$ cat src/rtl/teatris_detector_jogada_if.sv
// teatris_detector_jogada_if: button and control-unit signals of the TEAtris play detector
interface teatris_detector_jogada_if #(
  parameter int N_BOTOES = 4
);
  logic [N_BOTOES-1:0] botoes;
  logic                registra_jogada;
  logic                zera_jogada;
  logic                tem_jogada;
  logic [N_BOTOES-1:0] jogada;
  logic [1:0]          db_estado;
  modport master (
    output botoes, registra_jogada, zera_jogada,
    input  tem_jogada, jogada, db_estado
  );
  modport slave (
    input  botoes, registra_jogada, zera_jogada,
    output tem_jogada, jogada, db_estado
  );
endinterface

$ cat src/rtl/teatris_detector_jogada.sv
// teatris_detector_jogada: synchronises and debounces player buttons, one pulse per accepted press
module teatris_detector_jogada #(
  parameter int N_BOTOES = 4,
  parameter int DEBOUNCE = 50000
) (
  input logic                         clock,
  input logic                         reset,
  teatris_detector_jogada_if.slave    bus
);
  localparam int CW = $clog2(DEBOUNCE + 1);
  typedef enum logic [1:0] {
    OCIOSO        = 2'b00,
    FILTRA        = 2'b01,
    PULSO         = 2'b10,
    ESPERA_SOLTAR = 2'b11
  } estado_t;
  estado_t             r_estado;
  logic [N_BOTOES-1:0] r_sync1;
  logic [N_BOTOES-1:0] r_sync2;
  logic [N_BOTOES-1:0] r_cand;
  logic [N_BOTOES-1:0] r_jog;
  logic [CW-1:0]       r_cont;
  logic                r_tem;
  logic                w_one_hot;
  logic                w_fim;
  assign w_one_hot = (r_sync2 != '0) && ((r_sync2 & (r_sync2 - 1'b1)) == '0);
  assign w_fim     = r_cont == CW'(DEBOUNCE - 1);
  always_ff @(posedge clock) begin
    if (reset) begin
      r_sync1 <= '0;
      r_sync2 <= '0;
    end else begin
      r_sync1 <= bus.botoes;
      r_sync2 <= r_sync1;
    end
  end
  // r_tem is raised together with the move into PULSO so it is high exactly while in PULSO
  always_ff @(posedge clock) begin
    if (reset) begin
      r_estado <= OCIOSO;
      r_cand   <= '0;
      r_cont   <= '0;
      r_tem    <= 1'b0;
    end else begin
      r_tem <= 1'b0;
      case (r_estado)
        OCIOSO: begin
          if (w_one_hot) begin
            r_cand   <= r_sync2;
            r_cont   <= '0;
            r_estado <= FILTRA;
          end
        end
        FILTRA: begin
          if (r_sync2 != r_cand) begin
            r_cont   <= '0;
            r_estado <= OCIOSO;
          end else if (w_fim) begin
            r_tem    <= 1'b1;
            r_estado <= PULSO;
          end else begin
            r_cont <= r_cont + 1'b1;
          end
        end
        PULSO: begin
          r_cont   <= '0;
          r_estado <= ESPERA_SOLTAR;
        end
        ESPERA_SOLTAR: begin
          if (r_sync2 != '0) r_cont <= '0;
          else if (w_fim) r_estado <= OCIOSO;
          else r_cont <= r_cont + 1'b1;
        end
        default: r_estado <= OCIOSO;
      endcase
    end
  end
  always_ff @(posedge clock) begin
    if (reset) r_jog <= '0;
    else r_jog <= bus.zera_jogada ? '0 : bus.registra_jogada ? r_cand : r_jog;
  end
  assign bus.tem_jogada = r_tem;
  assign bus.jogada     = r_jog;
  assign bus.db_estado  = r_estado;
endmodule

$ cat src/flat_wrapper.sv
// flat-port wrapper written by rule: the top's interface ports become plain ports
module teatris_detector_jogada_flat 
#(
  parameter int N_BOTOES = 4,
  parameter int DEBOUNCE = 50000
)
  (clock, reset, bus_botoes, bus_registra_jogada, bus_zera_jogada, bus_tem_jogada, bus_jogada, bus_db_estado);
  teatris_detector_jogada_if #(.N_BOTOES(N_BOTOES)) bus_i ();
  input logic clock;
  input logic reset;
  input wire logic [$bits(bus_i.botoes)-1:0] bus_botoes;
  input wire logic [$bits(bus_i.registra_jogada)-1:0] bus_registra_jogada;
  input wire logic [$bits(bus_i.zera_jogada)-1:0] bus_zera_jogada;
  output wire logic [$bits(bus_i.tem_jogada)-1:0] bus_tem_jogada;
  output wire logic [$bits(bus_i.jogada)-1:0] bus_jogada;
  output wire logic [$bits(bus_i.db_estado)-1:0] bus_db_estado;
  assign bus_i.botoes = bus_botoes;
  assign bus_i.registra_jogada = bus_registra_jogada;
  assign bus_i.zera_jogada = bus_zera_jogada;
  assign bus_tem_jogada = bus_i.tem_jogada;
  assign bus_jogada = bus_i.jogada;
  assign bus_db_estado = bus_i.db_estado;
  teatris_detector_jogada #(.N_BOTOES(N_BOTOES), .DEBOUNCE(DEBOUNCE)) u_core (.clock(clock), .reset(reset), .bus(bus_i));
endmodule
$ cat config.mk
export PLATFORM = sky130hd
export DESIGN_NAME = teatris_detector_jogada_flat
export DESIGN_NICKNAME = d
export VERILOG_FILES = /design/src/rtl/teatris_detector_jogada_if.sv /design/src/rtl/teatris_detector_jogada.sv /design/src/flat_wrapper.sv
export SDC_FILE = /design/constraint.sdc
export NUM_CORES = 1
export LEC_CHECK = 0
export ABC_AREA = 1
export BUFFER_PORTS_ARGS = -buffer_cell sky130_fd_sc_hd__buf_2
export CORE_UTILIZATION = 30
export CTS_CLUSTER_SIZE = 40
export DETAILED_ROUTE_END_ITERATION = 7
export PLACE_DENSITY = 0.45
export SETUP_SLACK_MARGIN = 0.5
export SLEW_MARGIN = 20
export SYNTH_ARGS = -nofsm -noshare
export SYNTH_HDL_FRONTEND = slang
export SYNTH_SLANG_ARGS = --single-unit
$ cat constraint.sdc
create_clock -name clock -period 1.47 [get_ports clock]
set_input_delay 0.294 -clock clock [delete_from_list [all_inputs] [get_ports clock]]
set_output_delay 0.294 -clock clock [all_outputs]
set_load 0.005 [all_outputs]
== After elaboration in Yosys (flattened, before gate mapping) ==
Index checks and enable logic that the tools add are counted.
Storage, ports and cells
  register bits: 35
  output and inout bits: 7
Cells by class
  equality and inequality tests: 9
  reduce and logical (&&, ||, !) cells: 8
  mux-type cells: 12
  bitwise logic cells: 2
  add/sub/neg operators: 2
Operators by type and width (number)
  $mux 16: 4
  $pmux 16 s4: 1
  $add 16x1->16 const B: 1
  $eq 16x16->1 const B: 1
  $mux 2: 5
  $pmux 2 s4: 1
  $and 4x4->4: 1
  $eq 2x2->1 const B: 2
  $logic_not 4->1: 1
  $ne 2x1->1 const B: 2
  $ne 4x4->1: 1
  $reduce_and 4->1: 1
  $reduce_bool 4->1: 1
  $sub 4x1->4 const B: 1
  $ne 3x1->1 const B: 1
  $reduce_or 3->1: 1
  $eq 2x1->1 const B: 1
  $logic_not 2->1: 1
  $ne 2x2->1 const B: 1
  $reduce_and 2->1: 1
  $reduce_or 2->1: 1
  $logic_and 1x1->1: 1
  $mux 1: 1
  $not 1->1: 1

== Longest topological paths before layout ==
  depth in word-level cells: 6
  depth in mapped cells: 12
  depth with buffers taken out: 12

== Least setup slack after synthesis ==
OpenSTA, ideal clock, no wires.
  path type: register to register
  start: reg u_core.r_cont[0]
  end: reg u_core.r_cont[12]
  slack: 0.036 ns
  stages on the path, launching flop included: 9
  required time: 1.338 ns
  period minus slack after synthesis: 1.434 ns
  arrival: 1.302 ns
  path through: dfxtp_1 > ha_1 > nand2_2 > inv_1 > nand3b_4 > nor2_2 > nand3_1 > o211ai_1 > a21oi_1
Between the ends
  longest elaborated chain between the ends: 4
RTL lines
  from (decl): line teatris_detector_jogada.sv:22  | logic [CW-1:0] r_cont;
  from (signal assigned): line teatris_detector_jogada.sv:62  | r_cont <= r_cont + 1'b1;
  from (signal assigned): line teatris_detector_jogada.sv:72  | else r_cont <= r_cont + 1'b1;
  $add 16x1->16 / $eq 16x16->1 (equally long branches): line teatris_detector_jogada.sv:62, teatris_detector_jogada.sv:72, teatris_detector_jogada.sv:27
  $mux 16 (*): line teatris_detector_jogada.sv:58, teatris_detector_jogada.sv:71
  $mux 16 (on tied branches): line teatris_detector_jogada.sv:70, teatris_detector_jogada.sv:55
  $pmux 16 s4 (*): line teatris_detector_jogada.sv:46  | case (r_estado)
Every way passes the cells marked *; elsewhere a longest branch is shown, timed or not.
A chain may end at the register's enable or synchronous reset.

== Worst setup path in the final report ==
  start: reg u_core.r_sync2[0]
  end: reg u_core.r_cont[1]
Between the ends
  longest elaborated chain between the ends: 5
RTL lines
  from (decl): line teatris_detector_jogada.sv:19  | logic [N_BOTOES-1:0] r_sync2;
  from (signal assigned): line teatris_detector_jogada.sv:34  | r_sync2 <= r_sync1;
  $sub 4x1->4: line teatris_detector_jogada.sv:26  | assign w_one_hot = (r_sync2 != '0) && ((r_sync2 & (r_sync2 - 1'b1)) == '0);
  $and 4x4->4: line teatris_detector_jogada.sv:26
  $logic_not 4->1: line teatris_detector_jogada.sv:26
  $logic_and 1x1->1: line teatris_detector_jogada.sv:26
  $ne 2x1->1 (no source line)
Several ways; a longest one is shown, not always the timed one.

==> run summary <==
### STA
* final setup slack of the worst path: 46.9 ps
* portion of the clock cycle consumed by the worst path in the final layout: 96.8%
* worst-case headroom to the max-slew limit: 75.7%
* Setup Viol. Count Final: 0
* maximum clock frequency: 703 MHz
* unrepaired setup endpoints after global routing: true
* number of hold violations in the final report: 0
* number of slew-limit violations in the final report: 0
* final hold slack: 197 ps
* Least-Margin Pin Slew: 363 ps
* final critical delay including setup and external delays: 1420 ps
* Layout Skew: 9.32 ps
* final-layout setup total negative slack: 0 ps

### Floorplanning
* height of the die: 80.2 µm
* core region area: 5920 µm²
* Std-Cell Rows: 28
* total I/O pin count: 15
* horizontal extent of the die: 80.2 µm
* Starting Density: 31.0%
* Die Area: 6440 µm²

### Finish
* Cell Count, Final, Fillers Out: 383
* Post-Route Utilization: 44.5%
* area of all placed cells without fillers: 2640 µm²
* share of post-route cells with drive strength above 1: 43.8%
* most common cell after layout, fill and taps aside: sky130_fd_sc_hd__nand2_1
* post-synthesis to final-layout area growth: 43.5%
* highest-count cells in the layout ignoring fill and taps: 60 x sky130_fd_sc_hd__nand2_1, 28 x sky130_fd_sc_hd__nor2_1, 23 x sky130_fd_sc_hd__inv_1, 20 x sky130_fd_sc_hd__buf_4, 14 x sky130_fd_sc_hd__dfxtp_2
* fill cell total of the finished layout: 603
* count of inserted antenna diode cells: 0
* Final nets: 316

### Routing
* Residual DRC: 0
* Vias: 1746
* initial drt markers: 68
* Antenna Nets Post-Route: 0
* Routed wire per std cell: 12.1 µm
* Final Routed Wirelength: 4.64 mm
* vias per cell: 4.56
* 1st-pass router iterations: 4

### Setup path
* Cell Chain, Critical Path: inv_4 -> nand2_2 -> nand3_2 -> nor2_2 -> nand2_2 -> o21ai_4 -> buf_12 -> buf_6 -> o211ai_1 -> a21oi_1
* startpoint class of the critical path: register
* worst reg2reg path startpoint: u_core.r_sync2[0]$_SDFF_PP0_
* CP arrival: 1640 ps
* WP buf/inv: 3
* WP data required: 1690 ps
* capture point of the critical path: u_core.r_cont[1]$_SDFFE_PP0P_
* Worst path depth: 10
* cell with the largest stage delay on the worst path: sky130_fd_sc_hd__dfxtp_4
* cell class contributing the biggest share of worst-path delay: simple AND/OR/NAND/NOR gates
* capture point of the worst reg-to-reg path: u_core.r_cont[1]$_SDFFE_PP0P_
* most prevalent standard cell on the critical path: sky130_fd_sc_hd__nand2_2
* top fanout value on the critical path: 4
* delay contributed by the slowest stage of the critical path: 370 ps
* Critical Path Start: u_core.r_sync2[0]$_SDFF_PP0_
* type of destination of the critical path: register
* depth of the worst register-to-register path: 10
* worst setup path category: register to register
* minimum setup slack among reg-to-reg paths: 50 ps

### Outcome
* outcome: finished, final reports clean

### Placement
* GPL Wtd Cong: 0.720
* placed cells: 355
* total cell area at the placement stage: 2100 µm²
* Setup Slack @ Placement: -14.3 ps
* half-perimeter wire length after detailed placement: 2.98 mm
* count of buffers inserted at the top-level ports: 14

### Power
* peak supply drop: 0.000426 V
* sum of internal, switching and leakage power: 2.39 mW
* Power Density: 908 nW/µm²
* leakage power total: 1.10 nW

### GRT
* met1 capacity usage during global routing: 21.1%
* met2 Use GR: 23.9%
* maximum number of pins on one net before global-route repair: 16
* GRT Max-Usage Layer: met2
* vias in the first global route: 1666
* antenna violations before repair: 0
* wire length of the first global-routing pass: 7.76 mm
* total gr overflow: 0
* GR Util All Layers: 15.8%
* Global Route met3 Usage: 3.52%

### Synthesis
* yosys warns: 0
* post-synth design cell area: 1840 µm²
* mean post-synth cell area: 6.98 µm²
* Synth Net Count: 272
* post-synthesis cell count: 263
* flip-flop and latch count after synthesis: 35
* Primary FF master, synth: sky130_fd_sc_hd__dfxtp_1
* Yosys cell types: 35
* number of flops mapped to enable cells by yosys: 0
* share of the yosys chip area belonging to registers: 38.1%
* fraction of registers with async set or reset after synthesis: 0%

### Clocking
* TritonCTS buffer count: 5
* total clock sinks: 35
* clk buf depth: 2
* cts hold-fix bufs: 0
* clock network latency to the later pin of the worst-skew pair: 300 ps
* CTS H-Tree Depth: 2
* clock tree from TritonCTS: built
* CTS root buf: sky130_fd_sc_hd__clkbuf_8
* Clock Pin Slew Worst Setup and Hold Paths: 70 ps

### Job
* count of maximum capacitance violations: 0

### Hold path
* class of the worst hold path: input pin to register

## tightest hold or removal path: cells and delay by family
family	cells	cell delay (ps)
buffers and inverters	2	100
AND/OR/NAND/NOR	1	60
## how the worst min path moves through the flow
stage,depth (start not counted),endpoint,from,slack (ps)
global route,3,u_core.r_sync1[0]$_SDFF_PP0_,bus_botoes[0],210
detailed placement,2,u_core.r_sync2[0]$_SDFF_PP0_,u_core.r_sync1[0]$_SDFF_PP0_,390
finish,3,u_core.r_sync1[0]$_SDFF_PP0_,bus_botoes[0],200
global placement,2,u_core.r_sync2[0]$_SDFF_PP0_,u_core.r_sync1[0]$_SDFF_PP0_,380
CTS,3,u_core.r_sync1[0]$_SDFF_PP0_,bus_botoes[0],190
floorplan,2,u_core.r_sync2[0]$_SDFF_PP0_,u_core.r_sync1[0]$_SDFF_PP0_,380
## routing by layer
metal | part of all wire [%] | up-vias | wire length (µm)
met5 | 0 | - | 0
met4 | 2.4 | 0 | 112
met3 | 2.6 | 10 | 122
met2 | 45 | 24 | 2090
met1 | 50 | 776 | 2320
li1 | - | 936 | -
## Yosys cell counts, drive strengths merged, types with 4 or more instances
cell / instances / area [µm²]
nor3: 6 / 46.3
nand3: 19 / 105
o21ai: 11 / 66.3
inv: 36 / 135
a211oi: 4 / 30.0
xor2: 4 / 35.0
nand2: 70 / 273
nand4: 5 / 37.5
a21oi: 17 / 88.8
nor2: 37 / 154
clkbuf: 4 / 25.0
dfxtp: 35 / 701
## logic make-up after synthesis
group | Yosys count | share of synthesized area [%]
flops | 35 | 38.1
buf+inv | 42 | 9.74
xor+xnor | 4 | 1.91
simple gates | 143 | 37.0
fa+ha+maj | 1 | 0.681
compound gates | 38 | 12.5
## final cells by class
class	count	area, µm²	area share (%)
timing repair buffer	43	393	14.9
multi-input combinational	186	1150	43.8
clock inverter	2	16.3	0.617
inverter	36	143	5.41
tap	75	93.8	3.56
clock buffer	6	82.6	3.13
sequential	35	752	28.5
## registers in the layout (all words and copies together), names as in the netlist, named ones only
register,flops
u_core.bus.jogada,4
u_core.bus.db_estado,1
u_core.r_cont,16
u_core.r_cand,4
u_core.r_sync1,4
u_core.r_sync2,4
u_core.bus.tem_jogada,1
## power by group
group          switching [mW]  internal, mW  leakage (nW)
Clock                   0.384         0.383        0.0474
Sequential             0.0581         0.997         0.298
Combinational           0.297         0.275         0.754
Total                   0.739          1.65          1.10
## repair_timing
action | in CTS | in global routing
resized for setup | 31 | 37
endpoints found under the setup margin | 30 | 30
gates cloned | 1 | 0
buffers inserted | 13 | 6
hold endpoints to repair | 0 | 0
pin swaps | 16 | 17
No activity file was read; power rests on OpenSTA's default activity.
